**src/rtl/uart_tx_pkg.sv**
```systemverilog
// Shared UART definitions: frame state encoding, data width and default baud divide.
// The receive side imports this package as well.
package uart_tx_pkg;

  localparam int DATA_WIDTH           = 8;
  localparam int DEFAULT_CLOCK_DIVIDE = 104;

  typedef enum logic [1:0] {
    IDLE  = 2'd0,
    START = 2'd1,
    DATA  = 2'd2,
    STOP  = 2'd3
  } uart_state_t;

endpackage

```
**src/rtl/uart_tx_if.sv**
```systemverilog
// Byte handshake between the command controller (master) and the UART transmitter (slave).
interface uart_tx_if;

  logic                              transmit;
  logic [uart_tx_pkg::DATA_WIDTH-1:0] tx_byte;
  logic                              is_transmitting;
  logic                              tx_dropped;

  modport master (
    output transmit,
    output tx_byte,
    input  is_transmitting,
    input  tx_dropped
  );

  modport slave (
    input  transmit,
    input  tx_byte,
    output is_transmitting,
    output tx_dropped
  );

endinterface

```
**src/rtl/uart_baud_counter.sv**
```systemverilog
// Bit-period divider: counts 0..CLOCK_DIVIDE-1 and flags the last cycle of each bit period.
// A restart forces the count back to zero so every frame state begins on a full bit period.
module uart_baud_counter
  import uart_tx_pkg::*;
#(
  parameter int CLOCK_DIVIDE = DEFAULT_CLOCK_DIVIDE
) (
  input  logic clock,
  input  logic reset_n,
  input  logic restart,
  output logic tick
);

  localparam int DIV_W = (CLOCK_DIVIDE > 1) ? $clog2(CLOCK_DIVIDE) : 1;
  localparam logic [DIV_W-1:0] LAST_COUNT = DIV_W'(CLOCK_DIVIDE - 1);

  logic [DIV_W-1:0] divider;

  assign tick = (divider == LAST_COUNT);

  // Advance the divider, wrapping at the bit boundary or on an explicit restart.
  always_ff @(posedge clock) begin
    if (!reset_n) begin
      divider <= '0;
    end else if (restart || tick) begin
      divider <= '0;
    end else begin
      divider <= divider + DIV_W'(1);
    end
  end

endmodule

```
**src/rtl/uart_tx.sv**
```systemverilog
// 8N1 UART transmitter: accepts a byte on a one-cycle strobe and shifts it out LSB-first.
// Strobes that arrive while a frame is in flight are dropped and reported on tx_dropped.
module uart_tx
  import uart_tx_pkg::*;
#(
  parameter int CLOCK_DIVIDE = DEFAULT_CLOCK_DIVIDE,
  parameter int STOP_BITS    = 1
) (
  input  logic       clock,
  input  logic       reset_n,
  uart_tx_if.slave   bus,
  output logic       tx
);

  localparam logic [2:0] LAST_DATA_BIT = 3'd7;
  localparam logic [2:0] LAST_STOP_BIT = 3'(STOP_BITS - 1);

  uart_state_t           state;
  uart_state_t           state_next;
  logic [DATA_WIDTH-1:0] shift;
  logic [DATA_WIDTH-1:0] shift_next;
  logic [2:0]            bit_cnt;
  logic [2:0]            bit_cnt_next;
  logic                  tx_next;
  logic                  tick;
  logic                  restart;

  uart_baud_counter #(
    .CLOCK_DIVIDE(CLOCK_DIVIDE)
  ) u_baud (
    .clock   (clock),
    .reset_n (reset_n),
    .restart (restart),
    .tick    (tick)
  );

  assign bus.is_transmitting = (state != IDLE);

  // Next-state, shift register and line-level decode; tx is computed one cycle ahead so it can be registered.
  always_comb begin
    state_next   = state;
    shift_next   = shift;
    bit_cnt_next = bit_cnt;
    tx_next      = 1'b1;
    case (state)
      IDLE: begin
        if (bus.transmit) begin
          state_next   = START;
          shift_next   = bus.tx_byte;
          bit_cnt_next = '0;
        end
      end
      START: begin
        if (tick) begin
          state_next   = DATA;
          bit_cnt_next = '0;
        end
      end
      DATA: begin
        if (tick) begin
          if (bit_cnt == LAST_DATA_BIT) begin
            state_next   = STOP;
            bit_cnt_next = '0;
          end else begin
            shift_next   = {1'b0, shift[DATA_WIDTH-1:1]};
            bit_cnt_next = bit_cnt + 3'd1;
          end
        end
      end
      STOP: begin
        if (tick) begin
          if (bit_cnt == LAST_STOP_BIT) begin
            state_next   = IDLE;
            bit_cnt_next = '0;
          end else begin
            bit_cnt_next = bit_cnt + 3'd1;
          end
        end
      end
      default: state_next = IDLE;
    endcase
    case (state_next)
      START:   tx_next = 1'b0;
      DATA:    tx_next = shift_next[0];
      default: tx_next = 1'b1;
    endcase
    restart = (state_next != state) || (state == IDLE);
  end

  // Frame state, shifter, serial line and drop flag; reset aborts any frame and forces the line high.
  always_ff @(posedge clock) begin
    if (!reset_n) begin
      state          <= IDLE;
      shift          <= '0;
      bit_cnt        <= '0;
      tx             <= 1'b1;
      bus.tx_dropped <= 1'b0;
    end else begin
      state          <= state_next;
      shift          <= shift_next;
      bit_cnt        <= bit_cnt_next;
      tx             <= tx_next;
      bus.tx_dropped <= bus.transmit && (state != IDLE);
    end
  end

endmodule

```
**src/flat_wrapper.sv**
```systemverilog
// flat-port wrapper written by rule: the top's interface ports become plain ports
module uart_tx_flat import uart_tx_pkg::*;
#(
  parameter int CLOCK_DIVIDE = DEFAULT_CLOCK_DIVIDE,
  parameter int STOP_BITS    = 1
)
  (clock, reset_n, tx, bus_transmit, bus_tx_byte, bus_is_transmitting, bus_tx_dropped);
  uart_tx_if bus_i ();
  input  logic clock;
  input  logic reset_n;
  output logic tx;
  input wire logic [$bits(bus_i.transmit)-1:0] bus_transmit;
  input wire logic [$bits(bus_i.tx_byte)-1:0] bus_tx_byte;
  output wire logic [$bits(bus_i.is_transmitting)-1:0] bus_is_transmitting;
  output wire logic [$bits(bus_i.tx_dropped)-1:0] bus_tx_dropped;
  assign bus_i.transmit = bus_transmit;
  assign bus_i.tx_byte = bus_tx_byte;
  assign bus_is_transmitting = bus_i.is_transmitting;
  assign bus_tx_dropped = bus_i.tx_dropped;
  uart_tx #(.CLOCK_DIVIDE(CLOCK_DIVIDE), .STOP_BITS(STOP_BITS)) u_core (.clock(clock), .reset_n(reset_n), .bus(bus_i), .tx(tx));
endmodule
```
**config.mk**
```make
export PLATFORM = sky130hd
export DESIGN_NAME = uart_tx_flat
export DESIGN_NICKNAME = d
export VERILOG_FILES = /design/src/rtl/uart_tx_pkg.sv /design/src/rtl/uart_tx_if.sv /design/src/rtl/uart_baud_counter.sv /design/src/rtl/uart_tx.sv /design/src/flat_wrapper.sv
export SDC_FILE = /design/constraint.sdc
export NUM_CORES = 1
export LEC_CHECK = 0
export BUFFER_PORTS_ARGS = -buffer_cell sky130_fd_sc_hd__buf_4
export CORE_MARGIN = 5
export CORE_UTILIZATION = 43
export CTS_CLUSTER_DIAMETER = 40
export DETAILED_ROUTE_END_ITERATION = 12
export PLACE_DENSITY_LB_ADDON = 0.12
export SETUP_SLACK_MARGIN = 0.15
export SYNTH_ARGS = -nofsm -noshare
export SYNTH_HDL_FRONTEND = slang
export SYNTH_SLANG_ARGS = --single-unit
```
**constraint.sdc**
```tcl
create_clock -name clock -period 3.2 [get_ports clock]
set_clock_uncertainty 0.05 [all_clocks]
set_input_delay 0.64 -clock clock [delete_from_list [all_inputs] [get_ports clock]]
set_output_delay 0.64 -clock clock [all_outputs]
set_load 0.03 [all_outputs]
```
* After elaboration in Yosys (flattened, before gate mapping)
Index checks and enable logic that the tools add are counted.
** Word-level totals
- Flip-flop bits (word level) :: 22
- Input port bits :: 11
- Output and inout bits :: 3
- Logic and storage cells :: 52
** Operators by class
- $add $sub $neg :: 2
- Equal/unequal tests :: 13
- Multiplexer cells :: 19
- Bitwise gates (word level) :: 1
- Reductions and logical operators :: 10
** Operators with widths (number)
- 2-to-1 mux 8 bit :: 3
- 2-to-1 mux 3 bit :: 6
- case mux 8 bit (2 select lines) :: 1
- 2-to-1 mux 2 bit :: 6
- case mux 3 bit (4 select lines) :: 1
- != test 2 bit (second input constant) :: 5
- case mux 2 bit (4 select lines) :: 1
- AND reduction 4 bit :: 2
- adder 7 x 1 -> 7 bit (second input constant) :: 1
- equality test 7 bit (second input constant) :: 1
- equality test 2 bit (second input constant) :: 3
- equality test 2 x 1 -> 1 bit (second input constant) :: 2
- nonzero test 2 bit :: 2
- adder 3 x 1 -> 3 bit (second input constant) :: 1
- equality test 3 bit (second input constant) :: 1
- logical NOT 3 bit :: 1
- logical NOT 2 bit :: 1
- logical OR 1 bit :: 2
- != test 2 bit :: 1
- case mux 1 bit (2 select lines) :: 1
- OR reduction 2 bit :: 1
- logical AND 1 bit :: 1
- inverter 1 bit :: 1

* Logic depth before layout (Yosys ltp)
Gate-level depths: netlist of the first run.
- Depth in word-level cells :: 8
- Depth in mapped cells :: 8
- Depth with buffers taken out :: 7

* Modules after synthesis
From an unflattened synthesis of the first run, not the netlist that was laid out.
** Unflattened totals
- Cell total of the unflattened synthesis :: 119
- Area total of the unflattened synthesis :: 1067.3 sq um
** By module, submodules not included
- uart_tx :: instances 1, cells an instance 85, area an instance 755.7 sq um, sequential area each 300.3 sq um
- uart_baud_counter :: instances 1, cells an instance 34, area an instance 311.5 sq um, sequential area each 140.1 sq um

* Worst setup path after synthesis of the first run
No wires, ideal clock.
- Kind :: register to register
- Start :: register u_core.u_baud.divider[0]
- End :: register u_core.tx
- Library setup time :: 135 ps
- Data arrival time :: 1598 ps
- Required time :: 3015 ps
- Setup slack :: 1416 ps
- Stages on the path, launching flop included :: 8
- Buffers on the path :: 1
- Period minus slack after synthesis :: 1784 ps
- Cells stage by stage :: dfxtp_1 ha_1 and3_4 and2_1 buf_6 and4_4 a2111oi_4 a32oi_1
** On the way
- Longest elaborated chain between the ends :: 5
- Elaborated cells on any way between the ends :: 10
- Those cells by class :: eq/ne: 3; mux: 7
** RTL lines
- start: declaration :: RTL line uart_baud_counter.sv:17 : logic [DIV_W-1:0] divider;
- start signal: assignment :: RTL line uart_baud_counter.sv:28 : divider <= divider + DIV_W'(1);
- equality test 7 bit * :: RTL line uart_baud_counter.sv:19 : assign tick = (divider == LAST_COUNT);
- 2-to-1 mux 2 bit, on equally long branches :: RTL line uart_tx.sv:71, uart_tx.sv:54, uart_tx.sv:60
- case mux 2 bit (4 select lines) :: RTL line uart_tx.sv:45 : case (state)
- equality test 2 bit / equality test 2 x 1 -> 1 bit (equally long branches) :: RTL line uart_tx.sv:82 : case (state_next)
- case mux 1 bit (2 select lines) * :: RTL line uart_tx.sv:82
- end signal: assignment :: RTL line uart_tx.sv:102 : tx <= tx_next;
- end: declaration :: RTL line uart_tx.sv:12 : output logic tx
Every way passes the cells marked *; elsewhere a longest branch is shown, timed or not. The select of a mux whose other input is x is not followed.
A chain may end at the register's enable or synchronous reset.

* Worst setup path in the final report of the first run
- Start :: register u_core.state[1]
- End :: output bus_is_transmitting
** On the way
- Longest elaborated chain between the ends :: 1
** RTL lines
- start: declaration :: RTL line uart_tx.sv:18 : uart_state_t state;
- start signal: assignment :: RTL line uart_tx.sv:99 : state <= state_next;
- nonzero test 2 bit :: RTL line uart_tx.sv:37 : assign bus.is_transmitting = (state != IDLE);
- end: declaration :: RTL line flat_wrapper.sv:14 : output wire logic [$bits(bus_i.is_transmitting)-1:0] bus_is_transmitting;
Every way passes these cells.

==> results_dict.tcl, run 1 <==
set metrics [dict create \
    drive_gt1_share_pct 20.47 \
    clockBufferDepth 2 \
    grt_max_degree 18 \
    grt_pass1_vias 802 \
    synth-async-reset-ratio_pct 0 \
    pwr-share-clk_pct 37.8 \
    synth.area.top_cells "dfxtp_1 41%, a21boi_0 4.9%, ha_1 4.7%, a22oi_1 4.2%, nand2_1 3.5%" \
    gp_congestion 0.7378 \
    syn_area_per_cell_um2 9.186 \
    antenna_left 0 \
    highest_layer "met4" \
    area.sequential_um2 440.4 \
    dp_cells 153 \
    fp.dieH_um 60.00 \
    outcome "finished clean" \
    cp.arrival_ns 1.34 \
    multi_input_area_um2 576.8 \
    syn_inst 117 \
    nFillCells 244 \
    synth_seq_area_share_pct 40.98 \
    start_kind "flip-flop" \
    fmax_ghz 0.4933 \
    cts_tree "yes" \
    yosys-top-cells-count "22 x dfxtp_1, 10 x nand2_1, 10 x nor2_1" \
    worstSetupPathType "reg -> out" \
    hold_viol 0 \
    areaGrowthSynthToFinish_pct 13.85 \
    p_leak_nw 0.4713 \
    utilization_pct 50.31 \
    worst_slew_pin_slew_ns 0.7360 \
    min_period_ns 2.027 \
    p_switching_mw 0.1222 \
    setup_violations 0 \
    ys_ff_latch 22 \
    p_per_area_nw_per_um2 457.5 \
    critPathSlowestCell "dfxtp_1" \
    setup_tns_ns 0 \
    rows 18 \
    hpwl_um 1424 \
    post_cts_buffers 0 \
    hp-class "reg -> reg" \
    p_int_mw 0.4377 \
    clk_pin_slew_worst_paths_ns 0.12 \
    drt-met1-wl_um 961 \
    wire_per_inst_um 12.51 \
    antenna_found_initial 0 \
    synth_top_cell_by_area "dfxtp_1" \
    synth_fp_nets 132 \
    wl_met2_um 887 \
    ctsHoldBuffers 0 \
    grt_overflow 0 \
    portBuffers 13 \
    synth-main-ff-cell "dfxtp_1" \
    drt_pass1_iterations 2 \
    slew_violations 0 \
    path_delay_family "flip-flops" \
    grt_pass1_wl_um 3374 \
    swShare_pct 21.83 \
    drc_errors 0 \
    drt_iter0_markers 32 \
    cp.required_ns 2.51 \
    fin_cells 157 \
    synth_top_area_share_pct 40.98 \
    fin_nets 143 \
    clock-root-buffer "clkbuf_4" \
    placed_area_um2 1171 \
    clock_latency_ns 0.31 \
    cp_max_fo 12 \
    ys_types 35 \
    coreArea_um2 2432 \
    cp-end-kind "output port" \
    cts_resized 0 \
    relSlewSlack_pct 50.72 \
    cp_cell_sequence "or2_2, buf_4" \
    diodes 0 \
    start_util_pct 44.19 \
    synth_edf_count 0 \
    critPathMaxStageDelay_ns 0.44 \
    num_vias 820 \
    post-synth-top-count-cell "dfxtp_1" \
    path_buf_inv 1 \
    via_per_inst 5.223 \
    netlist_area_um2 1075 \
    ios 14 \
    dieArea_um2 3599 \
    power_frac_seq_pct 52.0 \
    ir_drop_uv 320.8 \
    met3_length_um 95 \
    rsz0062_at_grt "false" \
    yosysWarnings 0 \
    cap_violations 0 \
    post-route-period-util_pct 63.35 \
    htreeDepth 1 \
    die_width_um 60.00 \
    clock-sinks 22 \
    fin_area_um2 1224 \
    cts_buffers 3 \
    grt_usage_pct 12.48 \
    wl_um 1964 \
    power_frac_comb_pct 10.2 \
    hold_slack_ns 0.4036 \
]
## flip-flops by register name (all words and copies together) (netlist names)
register / cells
u_core.bus.tx_dropped: 1
u_core.u_baud.divider: 7
u_core.shift: 8
u_core.tx: 1
u_core.bit_cnt: 3
u_core.state: 2
## power by group through the flow
stage	Combinational (mW)	Sequential [mW]	Clock, mW
final	0.0572	0.291	0.212
after global routing	0.0638	0.293	0.233
after CTS	0.0581	0.291	0.217
after detailed placement	0.0576	0.297	0
after global placement	0.0565	0.297	0
after floorplan	0.0381	0.297	0
## final timing paths
check / cells past startpoint / startpoint / slack [ns] / to
max: 2 / u_core.state[1] / 1.17 / bus_is_transmitting
max reg2reg: 6 / u_core.u_baud.divider[0] / 1.25 / u_core.tx
min reg2reg: 1 / u_core.u_baud.divider[0] / 0.40 / u_core.u_baud.divider[0]
min: 1 / u_core.u_baud.divider[0] / 0.40 / u_core.u_baud.divider[0]
## per-layer routing
metal  GRT usage [%]  vias up
li1                -      426
met2           20.83       13
met4           3.797        0
met5               0        -
met3           4.320        2
met1           14.98      379
## cell families (layout without fill, tap and decap cells)
kind of cell / after synthesis / after routing / share of synthesized area, %
compound gates: 26 / 26 / 19.56
fa+ha+maj: 4 / 4 / 4.657
flops: 22 / 22 / 40.98
buf+inv: 12 / 22 / 5.356
simple gates: 48 / 48 / 25.38
xor+xnor: 5 / 5 / 4.075
## cell type report
class / instances / share of cell area [%]
clock buffers: 3 / 1.840
flip-flops and latches: 22 / 35.99
clock inverters: 1 / 2.454
multi-input cells: 83 / 47.14
well taps: 30 / 3.067
inverters: 5 / 1.534
repair buffers: 13 / 7.975
## cell usage in the layout (no fill, tap or decap), drive strengths merged
cell / count
a2111oi: 1
a21boi: 8
a21oi: 4
a22oi: 6
a31oi: 3
a32oi: 2
and2: 2
and3: 3
and4: 2
buf: 13
bufinv: 1
clkbuf: 3
dfxtp: 22
ha: 4
inv: 5
nand2: 10
nand2b: 2
nand3: 4
nand3b: 1
nand4: 2
nor2: 11
nor2b: 5
nor3b: 3
o211a: 1
o211ai: 1
or2: 2
or3: 1
xnor2: 3
xor2: 2
## through the flow
stage / worst slack [ns] / power [mW]
2_1_floorplan: 1.416 / 0.3347
3_3_place_gp: 1.136 / 0.3537
3_5_place_dp: 1.080 / 0.3549
4_1_cts: 1.171 / 0.5665
5_1_grt: 1.110 / 0.5898
6_report: 1.173 / 0.5599
Power figures use the tool's default switching activity.
==> run 2, diff against run 1 <==
ABC_AREA = 1   (was unset)
clock period = 1.7 ns   (was 3.2 ns; I/O delays follow)
==> results_dict.tcl, run 2 <==
set metrics [dict create \
    p_per_area_nw_per_um2 788.5 \
    drt_pass1_iterations 4 \
    wl_um 2305 \
    cts_tree "yes" \
    fmax_ghz 0.6735 \
    r2r_end "u_core.tx" \
    rows 18 \
    setup_tns_ns 0 \
    synth_fp_nets 163 \
    cp_max_fo 9 \
    rsz0062_at_grt "true" \
    cp.arrival_ns 1.67 \
    worst_slew_pin_slew_ns 0.4271 \
    cp-end-kind "flip-flop" \
    grt_max_degree 14 \
    ir_drop_uv 628.9 \
    yosys-top-cells-count "29 x nand2_1, 22 x dfxtp_1, 16 x nor2_1" \
    p_leak_nw 0.5563 \
    areaGrowthSynthToFinish_pct 22.22 \
    synth_top_area_share_pct 39.11 \
    num_vias 1026 \
    synth_seq_area_share_pct 39.11 \
    clock-sinks 22 \
    min_period_ns 1.485 \
    dieArea_um2 3742 \
    reg2reg_depth 11 \
    nFillCells 245 \
    start_util_pct 45.05 \
    post-place-ws_ns 0.1384 \
    wire_per_inst_um 11.76 \
    min_from "bus_tx_byte[7]" \
    grt_use_met2_pct 21.00 \
    cts_buffers 3 \
    synth_top_cell_by_area "dfxtp_1" \
    clock-root-buffer "clkbuf_4" \
    htreeDepth 1 \
    fp.dieH_um 61.18 \
    use_met1_pct 18.04 \
    coreArea_um2 2500 \
    area.sequential_um2 446.7 \
    post-route-period-util_pct 87.34 \
    hp-class "in -> reg" \
    synth-async-reset-ratio_pct 0 \
    busiest_layer "met2" \
    netlist_area_um2 1126 \
    fin_nets 182 \
    gp_congestion 0.8825 \
    grt_overflow 0 \
    final_cell_mix "28 x nand2_1, 17 x dfxtp_1, 16 x nor2_1" \
    ios 14 \
    largest_registers "u_core.shift x8, u_core.u_baud.divider x7, u_core.bit_cnt x3" \
    die_width_um 61.18 \
    grt_use_met3_pct 3.145 \
    synth_edf_count 0 \
    utilization_pct 55.06 \
    fin_ws_ns 0.2152 \
    grt_pass1_vias 901 \
    whs_path_depth 3 \
    worstSetupPathType "reg -> reg" \
    setup_violations 0 \
    hpwl_um 1754 \
    drc_errors 0 \
    via_per_inst 5.235 \
    start_kind "flip-flop" \
    cap_violations 0 \
    hold_viol 0 \
    ys_types 28 \
    cp.required_ns 1.88 \
    multi_input_area_um2 638.1 \
    diodes 0 \
    finalPower_mw 1.085 \
    hold_slack_ns 0.2185 \
    relSlewSlack_pct 71.50 \
    clk_pin_slew_worst_paths_ns 0.13 \
    portBuffers 13 \
    grt_usage_pct 13.80 \
    mostFrequentLayoutCell "nand2_1" \
    clockBufferDepth 2 \
    antenna_left 0 \
    syn_inst 148 \
    rrSetupSlack_ns 0.22 \
    largest_register "u_core.shift" \
    ys_ff_latch 22 \
    post-synth-top-count-cell "nand2_1" \
    clock_latency_ns 0.32 \
    drt_iter0_markers 46 \
    antenna_found_initial 0 \
    yosysWarnings 0 \
    hold_end "u_core.shift[7]" \
    syn_area_per_cell_um2 7.609 \
    r2r_start "u_core.bit_cnt[1]" \
    largest_reg_flops 8 \
    slew_violations 0 \
    grt_pass1_wl_um 3781 \
    drive_gt1_share_pct 29.52 \
    synth-main-ff-cell "dfxtp_1" \
    synth.area.top_cells "dfxtp_1 39%, nand2_1 9.7%, nand3_1 6.2%, nor2_1 5.3%, inv_1 4.7%" \
    outcome "finished clean" \
]
## run 2: cell types whose count changed after synthesis, moves of 6 or more
cell / change
nand2_1: +19
nand3_1: +10
inv_1: +9
a21boi_0: -7
a22oi_1: -6
nand4_1: +6
nor2_1: +6
## run 2: report_power, final
group	switching, mW	internal, mW
clock	0.163	0.239
combinational	0.0717	0.0553
sequential	0.0182	0.538
## run 2: worst max-delay path by stage
stage	start	endpoint	slack (ns)	cells after the start
after global routing	u_core.bit_cnt[1]	u_core.tx	0.13	11
after detailed placement	u_core.bit_cnt[0]	u_core.tx	0.14	11
after CTS	u_core.bit_cnt[0]	u_core.tx	0.16	11
after global placement	u_core.bit_cnt[0]	u_core.tx	0.13	11
after floorplan	u_core.bit_cnt[0]	u_core.tx	0.31	10
final	u_core.bit_cnt[1]	u_core.tx	0.22	11
## run 2: final cells by class
| class | count | area share (%) |
|---|---|---|
| inverter | 21 | 6.455 |
| sequential | 22 | 32.45 |
| clock buffer | 3 | 1.636 |
| clock inverter | 1 | 2.182 |
| multi-input combinational | 104 | 46.36 |
| timing repair buffer | 15 | 8.182 |
| tap | 30 | 2.727 |
## run 2: cell families after synthesis
family	share of synthesized area [%]
XOR/XNOR	2.334
AO/OA/AOI/OAI	8.889
adder cells (fa/ha/maj)	4.445
AND/OR/NAND/NOR	37.22
flip-flops	39.11
buffers and inverters	8.000
## run 2: worst max-delay path: stages, from the launching register on
cell	delay [ns]
dfxtp_1	0.41
ha_4	0.16
ha_4	0.13
inv_4	0.06
nand2_1	0.07
nand2_1	0.05
nand3_1	0.07
nand2_1	0.07
a21oi_2	0.17
nand3_1	0.09
nand2_1	0.06
inv_1	0.03
## run 2: layer usage
metal  up-vias  wire length, um
met4         0               54
met5         -                0
li1        527                -
met3         5               59
met2        12             1098
met1       482             1092
## run 2: repair_timing
action                     CTS  global route
buffers inserted             1             1
gates cloned                 0             0
pin swaps                    1             2
gates resized for setup      1            14
setup endpoints to repair    2            12
hold buffers                 0             0
## run 2: per-stage QoR
step,cell area [um2],cells
floorplan,1126,148
global placement,1257,190
detailed placement,1257,190
CTS,1319,195
global route,1376,196
finish,1376,196
